`config.mk`:
```
export PLATFORM = sky130hd
export DESIGN_NAME = cpu_run_ctrl
export DESIGN_NICKNAME = d
export VERILOG_FILES = /design/src/rtl/cpu_run_ctrl.sv
export SDC_FILE = /design/constraint.sdc
export NUM_CORES = 1
export LEC_CHECK = 0
export CAP_MARGIN = 20
export CELL_PAD_IN_SITES_DETAIL_PLACEMENT = 1
export CELL_PAD_IN_SITES_GLOBAL_PLACEMENT = 1
export CORE_MARGIN = 2
export CORE_UTILIZATION = 45
export CTS_BUF_LIST = sky130_fd_sc_hd__clkbuf_8
export DETAILED_ROUTE_END_ITERATION = 7
export DONT_BUFFER_PORTS = 1
export PLACE_DENSITY = 0.85
export RECOVER_POWER = 50
export SYNTH_ARGS = -nofsm -noshare
export SYNTH_HDL_FRONTEND = slang
export SYNTH_SLANG_ARGS = --single-unit
```
`constraint.sdc`:
```
create_clock -name clk -period 2.2 [get_ports clk]
set_input_delay 0.44 -clock clk [delete_from_list [all_inputs] [get_ports clk]]
set_output_delay 0.44 -clock clk [all_outputs]
set_load 0.02 [all_outputs]
```
`src/rtl/cpu_run_ctrl.sv`:
```
// cpu_run_ctrl: debounced step/run/pause control of a single-cycle CPU with breakpoint and cycle limit.
//   clk       : system clock, all state on the rising edge
//   rst_n     : asynchronous active-low reset
//   btn_step  : raw single-step button (asynchronous)
//   btn_run   : raw run/pause button (asynchronous)
//   bp_en     : breakpoint enable
//   bp_addr   : breakpoint PC
//   pc        : current CPU PC
//   cpu_out   : CPU result value
//   cpu_en    : CPU clock enable, one instruction per enabled clk
//   disp_val  : snapshot of cpu_out for the display
//   cycle_cnt : saturating count of cpu_en cycles
//   state     : 0 IDLE, 1 STEP, 2 RUN, 3 HALT
//   halted    : high while in HALT
module cpu_run_ctrl #(
    parameter int          DB_CNT     = 16,
    parameter logic [31:0] MAX_CYCLES = 32'd0
) (
    input  logic        clk,
    input  logic        rst_n,
    input  logic        btn_step,
    input  logic        btn_run,
    input  logic        bp_en,
    input  logic [31:0] bp_addr,
    input  logic [31:0] pc,
    input  logic [31:0] cpu_out,
    output logic        cpu_en,
    output logic [31:0] disp_val,
    output logic [31:0] cycle_cnt,
    output logic [1:0]  state,
    output logic        halted
);
    localparam int CW = $clog2(DB_CNT + 1);

    typedef enum logic [1:0] {IDLE, STEP, RUN, HALT} state_e;

    // bit 0 = step button, bit 1 = run button
    logic [1:0]         s1_q, s1_d, s2_q, s2_d, prv_q, prv_d, lvl_q, lvl_d, arm_q, arm_d, vld_q, vld_d;
    logic [1:0][CW-1:0] len_q, len_d;
    logic [1:0]         acc, rise;
    logic               step_p, run_p, hit, lim;
    state_e             state_q, state_d;
    logic               skip_q, skip_d, lock_q, lock_d, halted_q, halted_d, en_q, en_d;
    logic [31:0]        cnt_q, cnt_d, dv_q, dv_d;

    // len counts consecutive equal synchronized samples (saturating at DB_CNT);
    // vld masks the reset zeros still sitting in the synchronizer. A button is
    // armed only once a debounced low has been seen, so a button held through
    // reset release must be released and pressed again.
    always_comb begin
        vld_d = {vld_q[0], 1'b1};
        s1_d  = {btn_run, btn_step};
        s2_d  = s1_q;
        prv_d = s2_q;
        for (int i = 0; i < 2; i++) begin
            len_d[i] = !vld_q[1] ? '0 :
                       (s2_q[i] == prv_q[i] && len_q[i] != '0) ?
                       (len_q[i] == CW'(DB_CNT) ? len_q[i] : len_q[i] + 1'b1) : CW'(1);
            acc[i]   = len_d[i] == CW'(DB_CNT);
            lvl_d[i] = acc[i] ? s2_q[i] : lvl_q[i];
            arm_d[i] = arm_q[i] | (acc[i] & ~s2_q[i]);
            rise[i]  = acc[i] & s2_q[i] & ~lvl_q[i] & arm_q[i];
        end
    end

    assign step_p = rise[0];
    assign run_p  = rise[1];
    assign hit    = bp_en && pc == bp_addr && !skip_q;
    assign lim    = MAX_CYCLES != 32'd0 && cnt_q == MAX_CYCLES;

    always_comb begin
        state_d = state_q;
        skip_d  = skip_q;
        lock_d  = lock_q;
        cpu_en  = 1'b0;
        case (state_q)
            IDLE: state_d = run_p ? RUN : step_p ? STEP : IDLE;
            STEP: begin
                cpu_en  = 1'b1;
                state_d = IDLE;
            end
            RUN: begin
                cpu_en  = !(hit || lim);
                skip_d  = 1'b0;
                lock_d  = lim;
                state_d = (hit || lim) ? HALT : run_p ? IDLE : RUN;
            end
            HALT: if (!lock_q) begin
                state_d = run_p ? RUN : step_p ? STEP : HALT;
                skip_d  = run_p;
            end
            default: state_d = IDLE;
        endcase
        halted_d = state_d == HALT;
        cnt_d    = (cpu_en && cnt_q != '1) ? cnt_q + 32'd1 : cnt_q;
        en_d     = cpu_en;
        dv_d     = en_q ? cpu_out : dv_q;
    end

    always_ff @(posedge clk or negedge rst_n) begin
        if (!rst_n) begin
            s1_q     <= '0;
            s2_q     <= '0;
            prv_q    <= '0;
            lvl_q    <= '0;
            arm_q    <= '0;
            vld_q    <= '0;
            len_q    <= '0;
            state_q  <= IDLE;
            skip_q   <= 1'b0;
            lock_q   <= 1'b0;
            halted_q <= 1'b0;
            en_q     <= 1'b0;
            cnt_q    <= '0;
            dv_q     <= '0;
        end else begin
            s1_q     <= s1_d;
            s2_q     <= s2_d;
            prv_q    <= prv_d;
            lvl_q    <= lvl_d;
            arm_q    <= arm_d;
            vld_q    <= vld_d;
            len_q    <= len_d;
            state_q  <= state_d;
            skip_q   <= skip_d;
            lock_q   <= lock_d;
            halted_q <= halted_d;
            en_q     <= en_d;
            cnt_q    <= cnt_d;
            dv_q     <= dv_d;
        end
    end

    assign state     = state_q;
    assign halted    = halted_q;
    assign cycle_cnt = cnt_q;
    assign disp_val  = dv_q;
endmodule

```
Word level (Yosys, flattened, before mapping)
Index checks and enable logic that the tools add are counted.
{ "totals": {"regBits": 91, "word_cells": 70, "in_bits": 101} }
{ "op_classes": {"n_reduce_logical": 11, "n_eq_ne": 12, "muxes": 15, "add_sub_neg": 3, "bitwise_logic": 14} }
{ "op_table": {"columns": ["op", "count"], "rows": [
  ["$add 32x1->32 const B", 1],
  ["$eq 32x32->1", 1],
  ["$ne 32x32->1 const B", 1],
  ["$mux 5", 6],
  ["$eq 5x5->1 const B", 4],
  ["$add 5x1->5 const B", 2],
  ["$mux 2", 5],
  ["$reduce_bool 5->1", 2],
  ["$and 1x1->1", 8],
  ["$pmux 2 s4", 1],
  ["$eq 2x2->1 const B", 3],
  ["$logic_and 1x1->1", 5],
  ["$not 1->1", 4],
  ["$pmux 1 s2", 2],
  ["$eq 1x1->1", 2],
  ["$eq 2x1->1 const B", 1],
  ["$logic_not 1->1", 2],
  ["$logic_not 2->1", 1],
  ["$or 1x1->1", 2],
  ["$reduce_bool 2->1", 1],
  ["$mux 1", 1]
]} }

Logic depth before layout (Yosys ltp)
Gate-level depths: netlist of run 1.
{ "logic_depth": {"word_depth": 12, "mapped_depth": 9, "mapped_depth_nobuf": 9} }

Worst setup path after synthesis of run 1
Ideal clock, no wire load.
{ "synth_path": {"path_kind": "register -> register", "startpoint": "register cnt_q[0] (netlist: cycle_cnt[0])", "endpoint": "register cnt_q[1] (netlist: cycle_cnt[1])", "setup_time_ns": 0.128, "t_arrival_ns": 2.173, "path_stages_with_launch": 9, "synth_period_minus_slack_ns": 2.301, "setup_slack_ns": -0.101, "cell_sequence": "dfrtp_1 -> ha_1 -> and3_1 -> nand4_2 -> nor4_1 -> nand2b_1 -> o211ai_4 -> buf_6 -> mux2_1"} }
{ "synth_via": {"elab_chain_len": 2} }
{ "synth_rtl": {"columns": ["element", "line_no", "rtl"], "rows": [
  ["start, declared", "44", "logic [31:0] cnt_q, cnt_d, dv_q, dv_d;"],
  ["start signal, assigned", "129", "cnt_q <= cnt_d;"],
  ["branches (longest 2 deep; another with $add 32x1->32)", null, null]
]} }
Parallel ways; which one is timed is not known.
A chain may end at the register's enable or synchronous reset.

Final worst setup path of run 1
{ "layout_path": {"startpoint": "register skip_q", "endpoint": "output port cpu_en"} }
{ "layout_via": {"elab_chain_len": 4} }
{ "layout_rtl": {"columns": ["element", "line_no", "rtl"], "rows": [
  ["start, declared", "43", "logic skip_q, skip_d, lock_q, lock_d, halted_q, halted_d, en_q, en_d;"],
  ["start signal, assigned", "125", "skip_q <= skip_d;"],
  ["$logic_not 1->1", "68", "assign hit = bp_en && pc == bp_addr && !skip_q;"],
  ["$logic_and 1x1->1", "68", null],
  ["$logic_not 1->1", "83", "cpu_en = !(hit || lim);"],
  ["$pmux 1 s2", "76", "case (state_q)"],
  ["end, declared", "27", "output logic cpu_en,"]
]} }
No other way between the ends.

==> results.sh, run 1 <==
export IMPL_cts_buffer_depth=2
export IMPL_placedCellCount=573
export IMPL_clkTransAtPathRegs_ns=0.10
export IMPL_fin_crit_ns=2.306
export IMPL_min_period_over_period=1.048
export IMPL_clkSinkCount=91
export IMPL_h_tree_depth=3
export IMPL_initial_core_util=0.4603
export IMPL_critical_path_buf_inv_count=1
export IMPL_ys_warn_count=0
export IMPL_crit_path_start_kind="flop"
export IMPL_finalSetupViolCount=8
export IMPL_cp_end_kind="output port"
export IMPL_drt_wl_total_um=12820
export IMPL_max_slew_margin=0.5048
export IMPL_antenna_found_initial=0
export IMPL_synth_cells=395
export IMPL_cts_made_buffers=9
export IMPL_crit_chain="nor2b_1 -> o2111ai_2 -> nor4b_2 -> a41oi_2 -> o21ai_2 -> inv_2"
export IMPL_drtIter0Drc=137
export IMPL_critical_path_max_stage_delay_ns=0.39
export IMPL_ys_ff_latch=91
export IMPL_layout_nets=571
export IMPL_arrival_ns=1.87
export IMPL_cp_data_required_time_ns=1.76
export IMPL_pwr_density_cell_nw_per_um2=573.2
export IMPL_syn_cell_area_um2=4478
export IMPL_dieArea_um2=10770
export IMPL_globalplace_congestion=0.7718
export IMPL_setup_tns_ns=-0.2517
export IMPL_core_rowCount=36
export IMPL_cp_top_family="compound AO/OA/AOI/OAI gates"
export IMPL_top_level_ports=169
export IMPL_outcome="finished with violations"
export IMPL_dpl_hpwl_um=8194
export IMPL_synth_edff_count=0
export IMPL_synth_top_cells_by_area="dfrtp_1, xor2_1, mux2_2"
export IMPL_die_x_um=103.8
export IMPL_async_flop_share=1.000
export IMPL_dr_total_vias=3342
export IMPL_fin_skew_ns=0.01239
export IMPL_grt_max_degree=92
export IMPL_worst_ir_drop_vdd_v=0.0005264
export IMPL_first_pass_iters=4
export IMPL_vias_per_cell=5.579
export IMPL_fin_cells=599
export IMPL_holdWs_ns=-0.2479
export IMPL_grt_overflow=0
export IMPL_num_antenna_cells=0
export IMPL_grt_total_usage=0.2141
export IMPL_yosys_area_top_type_share=0.5085
export IMPL_area_growth_pct=27.35
export IMPL_crit_path_top_delay_cell="dfrtp_1"
export IMPL_hold_class="primary input to async pin"
export IMPL_ys_seq_area_frac=0.5085
export IMPL_grt_pass1_vias=3643
export IMPL_cts_root_buffer="clkbuf_8"
export IMPL_clk_latency_ns=0.37
export IMPL_setup_slack_ns=-0.1059
export IMPL_ys_types=55
export IMPL_core_area_um2=9729
export IMPL_drt_antenna_violating_nets=0
export IMPL_crit_fanout=2
export IMPL_drive_gt1_frac=0.3648
export IMPL_routedWlPerCell_um=21.40
export IMPL_violations="negative hold slack, negative setup slack"
export IMPL_rsz0062_at_grt="true"
export IMPL_hold_viol_final=91
export IMPL_drc=0
export IMPL_p_leak_nw=2.704
export IMPL_io_buffers=0
export IMPL_yosysMostFrequentCell="dfrtp_1"
export IMPL_setup_worst_path_class="flop to output port"
export IMPL_final_util=0.5862
export IMPL_drv_slew=0
export IMPL_syn_area_per_cell_um2=11.34
export IMPL_synth_nets=505
export IMPL_synth_top_area_cell="dfrtp_1"
export IMPL_netlist_top_cells_count="dfrtp_1, xor2_1, mux2_2, nand2_1, inv_1"
export IMPL_die_h_um=103.8
export IMPL_maxCapViolations=0
export IMPL_synth_ff_type="dfrtp_1"
export IMPL_cts_tree="built"
export IMPL_grt_pass1_wl_um=18350
export IMPL_max_clock_freq_mhz=433.7
export IMPL_tightestPinTransition_ns=0.7428
==> flip-flops by register name, summed over array words and instances (netlist names) <==
signal	flops
arm_q	2
cycle_cnt	32
disp_val	32
en_q	1
halted	1
len_q	10
lvl_q	2
prv_d	2
prv_q	2
s1_q	2
skip_q	1
state	2
vld_q	2
==> timing repair <==
action	4_1_cts	5_1_grt
setup endpoints to repair	17	34
endpoints found under the hold margin	91	91
resized for setup	9	73
pin swaps	5	15
gates cloned	0	2
buffers inserted	4	6
==> power breakdown <==
group | switching, mW | internal [mW] | leakage [nW] | total, mW
combinational | 0.0778 | 0.100 | 1.45 | 0.178
clock | 0.654 | 0.653 | 0.114 | 1.31
sequential | 0.0707 | 1.71 | 1.14 | 1.78
total | 0.803 | 2.47 | 2.70 | 3.27
==> through the flow <==
step	setup WS (ns)	power [mW]	instance area [um^2]
after floorplan	-0.08049	1.923	4479
after global placement	-0.02783	1.962	5006
after detailed placement	-0.1086	1.974	5006
after CTS	-0.07751	3.271	5304
after global routing	-0.2690	3.371	5703
final	-0.1059	3.269	5703
==> final cells by class <==
type	instances	area, um^2
fill	1020	4026
multi-input combinational	273	2396
sequential	91	2278
timing repair buffer	63	551.8
tap	133	166.4
clock buffer	9	123.9
clock inverter	7	100.1
inverter	23	86.33
==> placed cells by master, fill, tap and decap left out, drive strengths merged, types with 2 or more instances in the layout <==
cell type / instances
dfrtp: 91
buf: 62
xor2: 45
mux2: 35
inv: 27
nand2: 24
xnor2: 22
nor2: 22
nor3: 18
nand3: 17
nor4: 15
nand4: 10
clkbuf: 10
ha: 9
o21ai: 8
nand2b: 7
a21oi: 4
and3: 4
o211ai: 3
and2: 2
nor2b: 2
a21boi: 2
and4: 2
bufinv: 2
nor4b: 2
==> logic make-up after synthesis <==
group	after synthesis	share of synthesized area
xor gates and xnor gates	67	0.1310
other	1	0.0008374
buffers and inverters	31	0.03045
AOI/OAI and AO/OA	28	0.04806
and+or+nand+nor	132	0.1657
DFF	91	0.5085
muxes	36	0.09025
adders and majority gates	9	0.02515
==> layer usage <==
layer  vias to the layer above  part of all wire  track usage
met5                         -                 0            0
met1                      1680              0.35       0.2191
met4                         0             0.019      0.05502
li1                       1498                 -            -
met2                       142              0.55       0.4026
met3                        22             0.076      0.08748
==> path summary, 6_finish.rpt <==
kind / from / to / slack, ns / cells after the start
worst max-delay path: skip_q / cpu_en / -0.11 / 6
worst min-delay path: rst_n / disp_val[4] / -0.25 / 0
max in group asynchronous: rst_n / disp_val[31] / 2.29 / 0
worst max register to register: len_q[1] / state[0] / -0.07 / 10
min in group clk: btn_step / s1_q[0] / 0.09 / 0
worst min register to register: s1_q[1] / prv_d[1] / 0.37 / 0
(Power assumes the default switching activity.)
==> run 2: changes to the inputs <==
- RECOVER_POWER: 50 -> unset
==> results.sh, run 2 (synthesis results as in run 1) <==
export IMPL_dr_total_vias=3339
export IMPL_cp_end_kind="output port"
export IMPL_drv_slew=0
export IMPL_dpl_hpwl_um=8194
export IMPL_vias_per_cell=5.574
export IMPL_drt_wl_total_um=12820
export IMPL_num_antenna_cells=0
export IMPL_finalSetupViolCount=5
export IMPL_crit_path_start_kind="flop"
export IMPL_drc=0
export IMPL_ff_latch_area_um2=2278
export IMPL_share_comb_of_total_power=0.055
export IMPL_cts_buffer_depth=2
export IMPL_core_area_um2=9729
export IMPL_io_buffers=0
export IMPL_final_util=0.5872
export IMPL_min_period_over_period=1.049
export IMPL_clk_latency_ns=0.37
export IMPL_p_leak_nw=2.711
export IMPL_arrival_ns=1.87
export IMPL_tightestPinTransition_ns=0.5142
export IMPL_cts_tree="built"
export IMPL_rsz0062_at_grt="true"
export IMPL_sw_frac_of_total=0.2457
export IMPL_layout_common_cells="dfrtp_1, buf_4, xor2_1, mux2_2, nand2_1"
export IMPL_setup_slack_ns=-0.1071
export IMPL_power_frac_seq=0.546
export IMPL_drive_gt1_frac=0.3691
export IMPL_area_growth_pct=27.58
export IMPL_crit_fanout=2
export IMPL_antenna_found_initial=0
export IMPL_multi_input_area_um2=2404
export IMPL_initial_core_util=0.4603
export IMPL_grt_pass1_wl_um=18350
export IMPL_violations="negative hold slack, negative setup slack"
export IMPL_dieArea_um2=10770
export IMPL_fin_skew_ns=0.01256
export IMPL_cts_made_buffers=9
export IMPL_grt_overflow=0
export IMPL_cp_data_required_time_ns=1.76
export IMPL_die_x_um=103.8
export IMPL_fin_area_um2=5713
export IMPL_maxCapViolations=0
export IMPL_worst_ir_drop_vdd_v=0.0005265
export IMPL_drt_antenna_violating_nets=0
export IMPL_drtIter0Drc=145
export IMPL_p_sw_mw=0.8038
export IMPL_placed_cell_area_um2=5006
export IMPL_clkSinkCount=91
export IMPL_p_int_mw=2.467
export IMPL_die_h_um=103.8
export IMPL_h_tree_depth=3
export IMPL_grt_max_degree=92
export IMPL_routedWlPerCell_um=21.41
export IMPL_pwr_density_cell_nw_per_um2=572.5
export IMPL_grt_pass1_vias=3643
export IMPL_layout_nets=571
export IMPL_globalplace_congestion=0.7718
export IMPL_cts_root_buffer="clkbuf_8"
export IMPL_fin_crit_ns=2.307
export IMPL_clkTransAtPathRegs_ns=0.10
export IMPL_outcome="finished with violations"
export IMPL_holdWs_ns=-0.2484
export IMPL_p_clk_frac=0.400
export IMPL_grt_total_usage=0.2141
export IMPL_first_pass_iters=4
export IMPL_max_clock_freq_mhz=433.5
export IMPL_fillerInstances=1020
export IMPL_hold_class="primary input to async pin"
export IMPL_max_slew_margin=0.6541
export IMPL_hold_viol_final=91
export IMPL_top_level_ports=169
export IMPL_core_rowCount=36
export IMPL_layout_commonest_cell="dfrtp_1"
export IMPL_setup_worst_path_class="flop to output port"
run 2: cell types whose count changed in the layout (fill, tap and decap cells not counted), sizes merged:
cell    previous run  this run
buf               62        63
clkbuf            10         9
run 2: worst max-delay path: stages (launching register included):
cell	delay (ns)
dfrtp_1	0.39
nor2b_1	0.13
o2111ai_2	0.14
nor4b_2	0.27
a41oi_2	0.20
o21ai_2	0.25
inv_2	0.11
run 2: per-stage QoR:
| stage | total power, mW | TNS [ns] | instances | worst slack (ns) |
|---|---|---|---|---|
| after floorplan | 1.923 | -0.08049 | 395 | -0.08049 |
| after global placement | 1.962 | -0.1639 | 573 | -0.02783 |
| after detailed placement | 1.974 | -0.6387 | 573 | -0.1086 |
| after CTS | 3.271 | -0.07802 | 593 | -0.07751 |
| after global routing | 3.373 | -3.900 | 599 | -0.2690 |
| final | 3.271 | -0.1968 | 599 | -0.1071 |
run 2: timing repair:
action / 4_1_cts / 5_1_grt
gates cloned: 0 / 2
endpoints found under the setup margin: 17 / 34
buffers inserted: 4 / 6
gates resized for setup: 9 / 73
pin swaps: 5 / 15
hold endpoints to repair: 91 / 91
run 2: layout make-up:
cell class              count  share of cell area
clock buffers               9             0.02168
flip-flops and latches     91              0.3988
clock inverters             7             0.01752
inverters                  23             0.01511
well taps                 133             0.02913
multi-input cells         273              0.4207
repair buffers             63             0.09702
run 2: path summary, 6_finish.rpt:
kind | endpoint | start | cells after the start | slack, ns
max | cpu_en | skip_q | 6 | -0.11
min | disp_val[4] | rst_n | 0 | -0.25
max reg2reg | state[0] | len_q[1] | 10 | -0.04
min reg2reg | prv_d[1] | s1_q[1] | 0 | 0.37
max in group asynchronous | disp_val[31] | rst_n | 0 | 2.29
min in group clk | s1_q[0] | btn_step | 0 | 0.09
run 2: per-layer routing:
metal | wire (um) | global-route usage | vias to the layer above
met2 | 7045 | 0.4026 | 147
met5 | 0 | 0 | -
met4 | 246 | 0.05502 | 0
met1 | 4537 | 0.2191 | 1672
met3 | 992 | 0.08748 | 22
li1 | - | - | 1498
run 2: power by group through the flow:
stage               Combinational (mW)  Sequential (mW)  Clock (mW)
floorplan                        0.115             1.81           0
global placement                 0.148             1.81           0
detailed placement               0.157             1.82           0
CTS                              0.167             1.78        1.32
global route                     0.198             1.79        1.39
finish                           0.179             1.78        1.31
==> run 3: changes to the inputs <==
- GPL_TIMING_DRIVEN: unset -> 0
==> results.sh, run 3 (synthesis results as in run 1) <==
export IMPL_layout_nets=537
export IMPL_clkTransAtPathRegs_ns=0.09
export IMPL_placed_cell_area_um2=4646
export IMPL_max_clock_freq_mhz=440.5
export IMPL_setup_worst_path_class="flop to output port"
export IMPL_fin_crit_ns=2.270
export IMPL_fin_area_um2=5244
export IMPL_antenna_found_initial=0
export IMPL_cts_root_buffer="clkbuf_8"
export IMPL_clk_latency_ns=0.37
export IMPL_violations="negative hold slack, negative setup slack"
export IMPL_p_leak_nw=2.289
export IMPL_cp_data_required_time_ns=1.76
export IMPL_layout_commonest_cell="dfrtp_1"
export IMPL_cts_tree="built"
export IMPL_grt_max_degree=92
export IMPL_holdWs_ns=-0.2401
export IMPL_fin_cells=565
export IMPL_layout_common_cells="dfrtp_1, xor2_1, mux2_2, nand2_1, nor2_1"
export IMPL_num_antenna_cells=0
export IMPL_dpl_hpwl_um=7462
export IMPL_drt_wl_total_um=11130
export IMPL_grt_overflow=0
export IMPL_die_h_um=103.8
export IMPL_initial_core_util=0.4603
export IMPL_h_tree_depth=3
export IMPL_core_area_um2=9729
export IMPL_dieArea_um2=10770
export IMPL_drt_antenna_violating_nets=0
export IMPL_fin_skew_ns=0.01101
export IMPL_cts_made_buffers=9
export IMPL_drtIter0Drc=157
export IMPL_hold_class="primary input to async pin"
export IMPL_min_period_over_period=1.032
export IMPL_max_slew_margin=0.5868
export IMPL_routedWlPerCell_um=19.70
export IMPL_worst_ir_drop_vdd_v=0.0003893
export IMPL_clkSinkCount=91
export IMPL_fillerInstances=1017
export IMPL_hold_viol_final=91
export IMPL_area_growth_pct=17.10
export IMPL_drv_slew=0
export IMPL_core_rowCount=36
export IMPL_drive_gt1_frac=0.2940
export IMPL_dr_total_vias=3109
export IMPL_placedCellCount=528
export IMPL_rsz0062_at_grt="true"
export IMPL_globalplace_congestion=0.7511
export IMPL_cp_top_family="compound AO/OA/AOI/OAI gates"
export IMPL_critical_path_max_stage_delay_ns=0.38
export IMPL_setup_slack_ns=-0.07026
export IMPL_pwr_density_cell_nw_per_um2=585.8
export IMPL_top_level_ports=169
export IMPL_maxCapViolations=0
export IMPL_crit_fanout=2
export IMPL_cts_buffer_depth=2
export IMPL_critical_path_buf_inv_count=1
export IMPL_grt_pass1_vias=3524
export IMPL_crit_path_top_delay_cell="dfrtp_1"
export IMPL_crit_path_start_kind="flop"
export IMPL_crit_chain="nor2b_1 -> o2111ai_2 -> nor4b_4 -> a41oi_4 -> o21ai_2 -> inv_2"
export IMPL_grt_pass1_wl_um=18080
export IMPL_grt_total_usage=0.2093
export IMPL_tightestPinTransition_ns=0.6199
export IMPL_drc=0
export IMPL_cp_end_kind="output port"
export IMPL_outcome="finished with violations"
export IMPL_finalSetupViolCount=15
export IMPL_io_buffers=0
export IMPL_arrival_ns=1.83
export IMPL_vias_per_cell=5.503
export IMPL_die_x_um=103.8
export IMPL_first_pass_iters=4
[run 3: cell count changes in the layout (fill, tap and decap cells not counted), moves of 5 or more]
cell	delta
buf_4	-38
dfrtp_1	-10
dfrtp_2	+10
nor3_1	+8
nor3_4	-7
buf_12	-5
nor2_1	+5
[run 3: cell type report]
type,instances,area [um^2],share of cell area
clock buffer,9,123.9,0.02362
multi-input combinational,273,2280,0.4347
buffer,8,50.05,0.009544
clock inverter,7,70.07,0.01336
tap,133,166.4,0.03173
sequential,91,2291,0.4369
timing repair buffer,21,176.4,0.03364
inverter,23,86.33,0.01646
[run 3: metrics by stage]
stage | util | setup TNS [ns] | worst slack [ns] | total power [mW]
3_5_place_dp | 0.4775 | -12.50 | -0.5337 | 1.954
2_1_floorplan | - | -0.08049 | -0.08049 | 1.923
5_1_grt | 0.5390 | -4.220 | -0.2240 | 3.186
6_report | 0.5390 | -0.3816 | -0.07026 | 3.072
4_1_cts | 0.5264 | -0.1433 | -0.1124 | 3.084
3_3_place_gp | 0.4775 | -9.817 | -0.4713 | 1.946
[run 3: worst paths after layout]
kind,depth (start not counted),slack [ns],to,startpoint
min in group clk,0,0.09,s1_q[0],btn_step
setup reg to reg,8,-0.06,cycle_cnt[1],skip_q
setup / recovery,6,-0.07,cpu_en,skip_q
max in group asynchronous,0,2.31,cycle_cnt[9],rst_n
hold / removal,0,-0.24,disp_val[29],rst_n
hold reg to reg,0,0.34,vld_q[1],vld_q[0]
[run 3: worst reg2reg max path, delay by kind of cell, from the launching register on]
family / cells / cell delay (ns)
buffers and inverters: 2 / 0.37
AOI/OAI and AO/OA: 3 / 0.66
and+or+nand+nor: 2 / 0.42
DFF: 1 / 0.38
muxes: 1 / 0.31
[run 3: power by group]
group          internal [mW]  total [mW]  switching, mW
logic                 0.0902       0.163         0.0723
registers               1.71        1.78         0.0719
clock network          0.523        1.13          0.602
[run 3: routing by layer]
layer,up-vias,share of wire,wire (um),track usage
li1,1424,-,-,-
met1,1539,0.36,4062,0.2219
met2,129,0.54,5966,0.3827
met3,17,0.080,889,0.07237
met4,0,0.019,211,0.07819
met5,-,0,0,0
[run 3: timing repair]
item                                   CTS  global route
endpoints found under the hold margin   91            91
gates cloned                             2             0
pin swaps                                9             5
setup endpoints to repair               37            35
gates resized for setup                 38            18
buffers inserted                        14             5
